<file path="config.mk">
export PLATFORM = sky130hd
export DESIGN_NAME = gshare_predictor_flat
export DESIGN_NICKNAME = d
export VERILOG_FILES = /design/src/rtl/gshare_predictor_pkg.sv /design/src/rtl/gshare_predictor_if.sv /design/src/rtl/branch_target_table.sv /design/src/rtl/gshare_predictor.sv /design/src/flat_wrapper.sv
export SDC_FILE = /design/constraint.sdc
export NUM_CORES = 2
export LEC_CHECK = 0
export BUFFER_PORTS_ARGS = -buffer_cell sky130_fd_sc_hd__buf_2
export CAP_MARGIN = 20
export CORE_UTILIZATION = 55
export CTS_CLUSTER_SIZE = 8
export DETAILED_ROUTE_END_ITERATION = 6
export MAX_ROUTING_LAYER = met4
export PLACE_DENSITY = 0.71
export SETUP_SLACK_MARGIN = 0.1
export SYNTH_ARGS = -nofsm -noshare
export SYNTH_HDL_FRONTEND = slang
export SYNTH_SLANG_ARGS = --single-unit
</file>
<file path="constraint.sdc">
create_clock -name clk_i -period 6.91 [get_ports clk_i]
set_input_delay 1.0365 -clock clk_i [delete_from_list [all_inputs] [get_ports clk_i]]
set_output_delay 1.0365 -clock clk_i [all_outputs]
set_load 0.005 [all_outputs]
</file>
<file path="src/rtl/gshare_predictor_pkg.sv">
// ============================================================================
// Module      : branch_pred_pkg
// Description : Shared types and helpers for the gshare branch predictor.
// Revision    : 1.0 - initial release
// ============================================================================
`default_nettype none

package branch_pred_pkg;

    // Tags are stored zero-extended so one struct serves every PC_BITS choice
    localparam int BTB_TAG_MAX = 32;

    typedef enum logic [1:0] {
        BR_NONE = 2'b00,
        BR_COND = 2'b01,
        BR_JUMP = 2'b10
    } branch_op_t;

    typedef enum logic [1:0] {
        SNT = 2'b00,
        WNT = 2'b01,
        WT  = 2'b10,
        ST  = 2'b11
    } sat_cnt_t;

    typedef struct packed {
        logic                   valid;
        logic [BTB_TAG_MAX-1:0] tag;
        logic                   is_jump;
        logic [31:0]            target;
    } btb_entry_t;

    function automatic sat_cnt_t sat_update(input sat_cnt_t cnt, input logic taken);
        if (taken) begin
            return (cnt == ST) ? ST : sat_cnt_t'(cnt + 2'd1);
        end
        return (cnt == SNT) ? SNT : sat_cnt_t'(cnt - 2'd1);
    endfunction

endpackage

`default_nettype wire

</file>
<file path="src/rtl/gshare_predictor_if.sv">
// ============================================================================
// Module      : gshare_predictor_if
// Description : F-lookup and E-training signal bundle of the gshare predictor.
// Revision    : 1.0 - initial release
// ============================================================================
`default_nettype none

interface gshare_predictor_if #(
    parameter int PC_BITS = 10
);
    logic               stall_e_i;
    logic [PC_BITS-1:0] pc_f_i;
    logic [PC_BITS-1:0] pc_e_i;
    logic [31:0]        pc_target_e_i;
    logic               pc_src_res_e_i;
    logic               target_match_e_i;
    logic [1:0]         branch_op_e_i;
    logic               pc_src_pred_f_o;
    logic [31:0]        pred_pc_target_f_o;
    logic               btb_hit_f_o;

    modport master (
        output stall_e_i, pc_f_i, pc_e_i, pc_target_e_i,
               pc_src_res_e_i, target_match_e_i, branch_op_e_i,
        input  pc_src_pred_f_o, pred_pc_target_f_o, btb_hit_f_o
    );

    modport slave (
        input  stall_e_i, pc_f_i, pc_e_i, pc_target_e_i,
               pc_src_res_e_i, target_match_e_i, branch_op_e_i,
        output pc_src_pred_f_o, pred_pc_target_f_o, btb_hit_f_o
    );
endinterface

`default_nettype wire

</file>
<file path="src/rtl/branch_target_table.sv">
// ============================================================================
// Module      : branch_target_table
// Description : Direct-mapped BTB array, two async read ports, one write port.
// Revision    : 1.0 - initial release
// ============================================================================
`default_nettype none

module branch_target_table
    import branch_pred_pkg::*;
#(
    parameter int IDX_BITS = 4
) (
    input  wire logic                clk_i,
    input  wire logic                reset_i,
    input  wire logic [IDX_BITS-1:0] f_idx_i,
    output btb_entry_t               f_entry_o,
    input  wire logic [IDX_BITS-1:0] e_idx_i,
    output btb_entry_t               e_entry_o,
    input  wire logic                we_i,
    input  wire logic [IDX_BITS-1:0] w_idx_i,
    input  btb_entry_t               w_entry_i
);
    localparam int ENTRIES = 2 ** IDX_BITS;

    btb_entry_t entries_q [ENTRIES];

    // Only valid bits are reset; tag and target are don't-care while invalid
    always_ff @(posedge clk_i) begin
        if (reset_i) begin
            for (int i = 0; i < ENTRIES; i++) begin
                entries_q[i].valid <= 1'b0;
            end
        end else if (we_i) begin
            entries_q[w_idx_i] <= w_entry_i;
        end
    end

    assign f_entry_o = entries_q[f_idx_i];
    assign e_entry_o = entries_q[e_idx_i];

endmodule

`default_nettype wire

</file>
<file path="src/rtl/gshare_predictor.sv">
// ============================================================================
// Module      : gshare_predictor
// Description : Gshare PHT + tagged BTB; same-cycle F prediction, E training.
// Revision    : 1.0 - initial release
// ============================================================================
`default_nettype none

module gshare_predictor
    import branch_pred_pkg::*;
#(
    parameter int PC_BITS      = 10,
    parameter int GHR_BITS     = 4,
    parameter int PHT_IDX_BITS = 6,
    parameter int BTB_IDX_BITS = 4
) (
    input wire logic           clk_i,
    input wire logic           reset_i,
    gshare_predictor_if.slave  bus
);
    localparam int PHT_SIZE = 2 ** PHT_IDX_BITS;

    if ((GHR_BITS > PHT_IDX_BITS) || (BTB_IDX_BITS + 2 >= PC_BITS)) begin : g_param_check
        $error("gshare_predictor: illegal GHR_BITS/PHT_IDX_BITS/BTB_IDX_BITS/PC_BITS");
    end

    logic [GHR_BITS-1:0]     ghr_q, ghr_d;
    sat_cnt_t                pht_q [PHT_SIZE];
    sat_cnt_t                pht_cnt_d;
    logic                    pht_we_d;
    logic                    btb_we_d;
    btb_entry_t              btb_entry_d;

    logic [PHT_IDX_BITS-1:0] w_pht_f_idx, w_pht_e_idx;
    logic [BTB_IDX_BITS-1:0] w_btb_f_idx, w_btb_e_idx;
    logic [BTB_TAG_MAX-1:0]  w_f_tag, w_e_tag;
    btb_entry_t              w_f_entry, w_e_entry;
    logic                    w_f_hit, w_e_hit;
    logic                    w_is_cond, w_is_jump, w_train;
    sat_cnt_t                w_pht_f_cnt;
    logic                    w_unused;

    assign w_pht_f_idx = bus.pc_f_i[PHT_IDX_BITS+1:2] ^ PHT_IDX_BITS'(ghr_q);
    assign w_pht_e_idx = bus.pc_e_i[PHT_IDX_BITS+1:2] ^ PHT_IDX_BITS'(ghr_q);
    assign w_btb_f_idx = bus.pc_f_i[BTB_IDX_BITS+1:2];
    assign w_btb_e_idx = bus.pc_e_i[BTB_IDX_BITS+1:2];
    assign w_f_tag     = BTB_TAG_MAX'(bus.pc_f_i[PC_BITS-1:BTB_IDX_BITS+2]);
    assign w_e_tag     = BTB_TAG_MAX'(bus.pc_e_i[PC_BITS-1:BTB_IDX_BITS+2]);
    assign w_unused    = ^{bus.pc_f_i[1:0], bus.pc_e_i[1:0]};

    branch_target_table #(
        .IDX_BITS (BTB_IDX_BITS)
    ) u_btb (
        .clk_i     (clk_i),
        .reset_i   (reset_i),
        .f_idx_i   (w_btb_f_idx),
        .f_entry_o (w_f_entry),
        .e_idx_i   (w_btb_e_idx),
        .e_entry_o (w_e_entry),
        .we_i      (btb_we_d),
        .w_idx_i   (w_btb_e_idx),
        .w_entry_i (btb_entry_d)
    );

    assign w_f_hit     = w_f_entry.valid && (w_f_entry.tag == w_f_tag);
    assign w_e_hit     = w_e_entry.valid && (w_e_entry.tag == w_e_tag);
    assign w_pht_f_cnt = pht_q[w_pht_f_idx];

    assign bus.btb_hit_f_o        = w_f_hit;
    assign bus.pc_src_pred_f_o    = w_f_hit && (w_f_entry.is_jump || w_pht_f_cnt[1]);
    assign bus.pred_pc_target_f_o = w_f_hit ? w_f_entry.target : 32'd0;

    always_comb begin
        w_is_cond   = (bus.branch_op_e_i == BR_COND);
        w_is_jump   = (bus.branch_op_e_i == BR_JUMP);
        w_train     = !bus.stall_e_i && (w_is_cond || w_is_jump);
        ghr_d       = ghr_q;
        pht_we_d    = 1'b0;
        pht_cnt_d   = pht_q[w_pht_e_idx];
        btb_we_d    = 1'b0;
        btb_entry_d = w_e_entry;

        if (w_train) begin
            ghr_d = (ghr_q << 1) | GHR_BITS'(w_is_jump || bus.pc_src_res_e_i);
            if (w_is_cond) begin
                pht_we_d  = 1'b1;
                pht_cnt_d = sat_update(pht_q[w_pht_e_idx], bus.pc_src_res_e_i);
            end
            if (bus.pc_src_res_e_i && (!w_e_hit || !bus.target_match_e_i)) begin
                btb_we_d    = 1'b1;
                btb_entry_d = '{valid: 1'b1, tag: w_e_tag, is_jump: w_is_jump,
                                target: bus.pc_target_e_i};
            end else if (w_is_cond && !bus.pc_src_res_e_i && w_e_hit && w_e_entry.is_jump) begin
                // A jump slot reused by a not-taken conditional is stale
                btb_we_d          = 1'b1;
                btb_entry_d.valid = 1'b0;
            end
        end
    end

    always_ff @(posedge clk_i) begin
        if (reset_i) begin
            ghr_q <= '0;
            for (int i = 0; i < PHT_SIZE; i++) begin
                pht_q[i] <= WNT;
            end
        end else begin
            ghr_q <= ghr_d;
            if (pht_we_d) begin
                pht_q[w_pht_e_idx] <= pht_cnt_d;
            end
        end
    end

endmodule

`default_nettype wire
</file>
<file path="src/flat_wrapper.sv">
// flat-port wrapper written by rule: the top's interface ports become plain ports
module gshare_predictor_flat import branch_pred_pkg::*;
#(
    parameter int PC_BITS      = 10,
    parameter int GHR_BITS     = 4,
    parameter int PHT_IDX_BITS = 6,
    parameter int BTB_IDX_BITS = 4
)
  (clk_i, reset_i, bus_stall_e_i, bus_pc_f_i, bus_pc_e_i, bus_pc_target_e_i, bus_pc_src_res_e_i, bus_target_match_e_i, bus_branch_op_e_i, bus_pc_src_pred_f_o, bus_pred_pc_target_f_o, bus_btb_hit_f_o);
  gshare_predictor_if #(.PC_BITS(PC_BITS)) bus_i ();
  input wire logic clk_i;
  input wire logic reset_i;
  input wire logic [$bits(bus_i.stall_e_i)-1:0] bus_stall_e_i;
  input wire logic [$bits(bus_i.pc_f_i)-1:0] bus_pc_f_i;
  input wire logic [$bits(bus_i.pc_e_i)-1:0] bus_pc_e_i;
  input wire logic [$bits(bus_i.pc_target_e_i)-1:0] bus_pc_target_e_i;
  input wire logic [$bits(bus_i.pc_src_res_e_i)-1:0] bus_pc_src_res_e_i;
  input wire logic [$bits(bus_i.target_match_e_i)-1:0] bus_target_match_e_i;
  input wire logic [$bits(bus_i.branch_op_e_i)-1:0] bus_branch_op_e_i;
  output wire logic [$bits(bus_i.pc_src_pred_f_o)-1:0] bus_pc_src_pred_f_o;
  output wire logic [$bits(bus_i.pred_pc_target_f_o)-1:0] bus_pred_pc_target_f_o;
  output wire logic [$bits(bus_i.btb_hit_f_o)-1:0] bus_btb_hit_f_o;
  assign bus_i.stall_e_i = bus_stall_e_i;
  assign bus_i.pc_f_i = bus_pc_f_i;
  assign bus_i.pc_e_i = bus_pc_e_i;
  assign bus_i.pc_target_e_i = bus_pc_target_e_i;
  assign bus_i.pc_src_res_e_i = bus_pc_src_res_e_i;
  assign bus_i.target_match_e_i = bus_target_match_e_i;
  assign bus_i.branch_op_e_i = bus_branch_op_e_i;
  assign bus_pc_src_pred_f_o = bus_i.pc_src_pred_f_o;
  assign bus_pred_pc_target_f_o = bus_i.pred_pc_target_f_o;
  assign bus_btb_hit_f_o = bus_i.btb_hit_f_o;
  gshare_predictor #(.PC_BITS(PC_BITS), .GHR_BITS(GHR_BITS), .PHT_IDX_BITS(PHT_IDX_BITS), .BTB_IDX_BITS(BTB_IDX_BITS)) u_core (.clk_i(clk_i), .reset_i(reset_i), .bus(bus_i));
endmodule
</file>
==> impl.org <==
** Clock tree
- Number of levels the H-tree was split into :: 4
- After clock tree synthesis, the setup repair step added 0 buffers.
- Hold buffer count at cts :: 0
- After clock tree synthesis, the repair step resized 0 gates.
- Number of buffers created by CTS :: 166
- Clock latency of the later-clocked register in the worst-skew pair :: 780 ps
- TritonCTS built the clock tree.
- The clock net in this run drives a total of 1188 sinks.
- The clock passes through at most 3 buffers.
- Root Buffer :: sky130_fd_sc_hd__clkbuf_16
- Clock transition at the registers of the reported paths :: 50 ps

** STA
- Final worst-path setup slack :: 1070 ps
- The number of max-slew violations in the final report was 0.
- Timing would allow up to 171 MHz.
- The final count of hold timing violations is 0.
- Clk_skew :: approximately 34 ps
- Measured against its own limit, the worst slew margin works out to 21.1%.
- Final critical delay including setup and external delays :: 5840 ps
- Summed over all failing endpoints, the final setup total negative slack is 0 ps.
- Final critical-path share of the clock period :: between 80 and 90%
- Unrepaired setup endpoints after global routing :: false
- Final Hold Slack :: 581 ps
- Final setup violation count :: 0
- Slew of the pin with the lowest slew margin :: 1180 ps

** Flow run
- Max-cap violations in this run came to 0.

** Setup path
- STA classifies the critical path startpoint as an input port.
- For the worst setup path, the data arrival time is roughly 4800 ps.
- STA puts the critical path data required time at 5870 ps.
- Along the worst path, the maximum fanout reaches 60.
- The critical path is of the input port to output pin type.
- STA classifies the critical path endpoint as an output pin.

** Floorplan
- The die covers 0.0995 sq mm.
- I/O pin count :: 93
- The initialized floorplan defines 114 standard-cell rows.
- Starting density of the core :: 55.7%
- Measured along the y axis, the die boundary spans 315 um.
- Die width :: 315 um
- The core region is 0.0970 sq mm.

** Detailed routing
- After detailed routing, the total wire length is 143000 um.
- For this run, the detailed router's first-pass iteration total came to 7.
- After detailed routing, the average wire length per cell comes to between 30 and 40 um.
- The final route contains 31288 vias.
- Number of nets with antenna violations after routing :: 0
- Via density :: a little over 7
- After detailed routing, the number of remaining DRC violations is 4.
- In this run, the number of DRC markers left after iteration 0 of detailed routing was approximately 4300.

** Final layout
- Of the cells placed in the final design, the portion with a size suffix greater than 1 is 32.1%.
- Relative to the synthesized area, the layout overhead comes to 13.0%.
- Total Nets Final :: 3087

** Status
- The checks that failed: design-rule violations.
- Run status :: finished, violations left

** Yosys
- Mean post-synth cell area :: 18.7 sq um
- Yosys top cell area share :: 65.8%
- The mapped netlist covers 0.0540 sq mm.
- Number of enable flip-flop cells after synthesis :: 1184
- Sorting the synthesized cells by area gives the leading types as sky130_fd_sc_hd__edfxtp_1 66%, sky130_fd_sc_hd__mux4_2 21%, sky130_fd_sc_hd__nor4_1 1.1%, sky130_fd_sc_hd__o21ai_0 1.1%, sky130_fd_sc_hd__a22oi_1 0.92%.
- For this run, the number of Yosys warnings is 0.
- Most frequently used flop master after synthesis :: sky130_fd_sc_hd__edfxtp_1
- Share of synthesized registers carrying an async set or reset :: 0%
- The number of different library cells used by synthesis comes to 65.
- Post-Syn Instances :: slightly below 3000
- Counting every net in the synthesized netlist gives 2949.
- Top cell type by total area after synthesis :: sky130_fd_sc_hd__edfxtp_1
- Portion of the post-synthesis area used by sequential elements :: 66.0%
- The synthesized design contains between 1000 and 1500 register bits.

** Global routing
- Global routing used 30.2% of the available tracks.
- The total overflow left after global routing is 0.
- The initial antenna violation count is 7.
- Maximum number of pins on one net before global-route repair :: 104
- The first global-routing pass estimated 210000 um of wire.
- Via count of the first global-routing pass :: 32347

** Hold path
- The tightest min-delay check is of the flop to flop type.

** Placed design
- The count of buffers added on input and output ports is 88.
- Placed wire-length estimate :: 84000 um
- The congestion estimate from routability-driven global placement came to 0.938.
- Pre-CTS setup slack :: 385 ps

** Power and ir drop
- VDD sags by at most between 0.0002 and 0.00025 V.
- Dividing total power by cell area gives a power density of 274 mW/mm^2.
- The analysis attributes to cell leakage a power of 0.0188 uW.
final timing paths:
check / from / endpoint / slack (ps) / depth (start not counted)
worst min-delay path: u_core.ghr_q[3] / u_core.ghr_q[3] / 580 / 2
worst max register to register: u_core.u_btb.entries_q[7][54] / u_core.u_btb.entries_q[6][30] / 1810 / 10
worst max-delay path: bus_pc_f_i[2] / bus_pred_pc_target_f_o[25] / 1070 / 10
worst min register to register: u_core.ghr_q[3] / u_core.ghr_q[3] / 580 / 2
critical path, cell delays in order:
cell                      delay [ps]
sky130_fd_sc_hd__buf_8           490
sky130_fd_sc_hd__nor4b_1         540
sky130_fd_sc_hd__nand4_1         240
sky130_fd_sc_hd__o41ai_1         790
sky130_fd_sc_hd__a21oi_1         130
sky130_fd_sc_hd__mux4_2          580
sky130_fd_sc_hd__nor2_4          200
sky130_fd_sc_hd__buf_12          270
sky130_fd_sc_hd__and2_1          270
sky130_fd_sc_hd__buf_2           150
synthesized netlist by cell type, drive strengths merged (3+ instances only):
master,instances
nor2,111
a31oi,3
clkbuf,126
o2bb2ai,4
a2111oi,4
dfxtp,4
nand2,80
xnor2,10
nand3,37
xor2,10
and2,62
a221oi,11
nand2b,3
mux4,512
inv,9
o31ai,9
a221o,4
edfxtp,1184
a21oi,27
nor2b,4
a211oi,3
buf,103
mux2,43
and3,4
nor4b,9
o2111ai,3
o21a,3
nor4,97
o211ai,12
nand4,32
o21ai,146
mux2i,17
nor3,106
a22oi,66
or4,6
metal layers:
| layer | vias up | global-route usage (%) | part of all wire, % |
|---|---|---|---|
| li1 | 12522 | - | - |
| met1 | 16281 | 39.3 | 37 |
| met2 | 2109 | 46.7 | 49 |
| met3 | 376 | 6.39 | 10 |
| met4 | 0 | 12.3 | 3.6 |
| met5 | - | - | 0 |
sequential cells by signal (all words and copies together), names as in the netlist:
signal,cells
u_core.ghr_q,4
u_core.u_btb.entries_q,1056
u_core.pht_q,128
cells in the final DEF, fill, tap and decap left out, types with 7 or more instances in the layout:
| master | n |
|---|---|
| sky130_fd_sc_hd__clkbuf_16 | 166 |
| sky130_fd_sc_hd__o211ai_1 | 11 |
| sky130_fd_sc_hd__nor4b_1 | 9 |
| sky130_fd_sc_hd__nand3_1 | 37 |
| sky130_fd_sc_hd__mux2i_1 | 17 |
| sky130_fd_sc_hd__nor2_1 | 100 |
| sky130_fd_sc_hd__mux2_2 | 43 |
| sky130_fd_sc_hd__xor2_1 | 7 |
| sky130_fd_sc_hd__o21ai_0 | 119 |
| sky130_fd_sc_hd__nor4_1 | 96 |
| sky130_fd_sc_hd__o21ai_1 | 26 |
| sky130_fd_sc_hd__nand4_1 | 32 |
| sky130_fd_sc_hd__nand2_1 | 80 |
| sky130_fd_sc_hd__a21oi_1 | 27 |
| sky130_fd_sc_hd__inv_1 | 9 |
| sky130_fd_sc_hd__a22oi_1 | 66 |
| sky130_fd_sc_hd__buf_2 | 81 |
| sky130_fd_sc_hd__a221oi_1 | 11 |
| sky130_fd_sc_hd__and2_1 | 61 |
| sky130_fd_sc_hd__buf_4 | 79 |
| sky130_fd_sc_hd__mux4_2 | 512 |
| sky130_fd_sc_hd__edfxtp_1 | 1184 |
| sky130_fd_sc_hd__nor3_1 | 94 |
| sky130_fd_sc_hd__nor3_4 | 7 |
| sky130_fd_sc_hd__buf_12 | 34 |
| sky130_fd_sc_hd__nor2_4 | 10 |
| sky130_fd_sc_hd__o31ai_1 | 9 |
kinds of logic after synthesis:
group	count (synthesis)	synth area share, %
xor gates and xnor gates	20	0.352
AOI/OAI and AO/OA	310	3.67
DFF	1188	66.0
and+or+nand+nor	558	5.44
adders and majority gates	2	0.0463
muxes	572	22.6
buffers and inverters	238	1.96
power by group:
part,total [uW],internal (uW),switching (uW)
clock,7230,4270,2970
sequential,8140,8120,21.6
combinational,1320,492,827
total,16700,12900,3810
layout make-up:
class	count	area, sq um
clock inverters	16	318
well taps	1276	1600
fillers	6576	36000
diodes	4	10.0
multi-input cells	1462	17500
clock buffers	172	4180
flip-flops and latches	1188	35600
repair buffers	199	1750
inverters	9	33.8
through the flow:
stage               cell area (sq um)  total power, uW  instances  util (%)
CTS                             61000            16700       4321      62.9
floorplan                       54000             9150       2888         -
detailed placement              56500             9570       4133      58.3
global route                    61000            17100       4326      62.9
finish                          61000            16700       4326      62.9
global placement                56500             9530       4133      58.3
No activity file was read; power rests on OpenSTA's default activity.
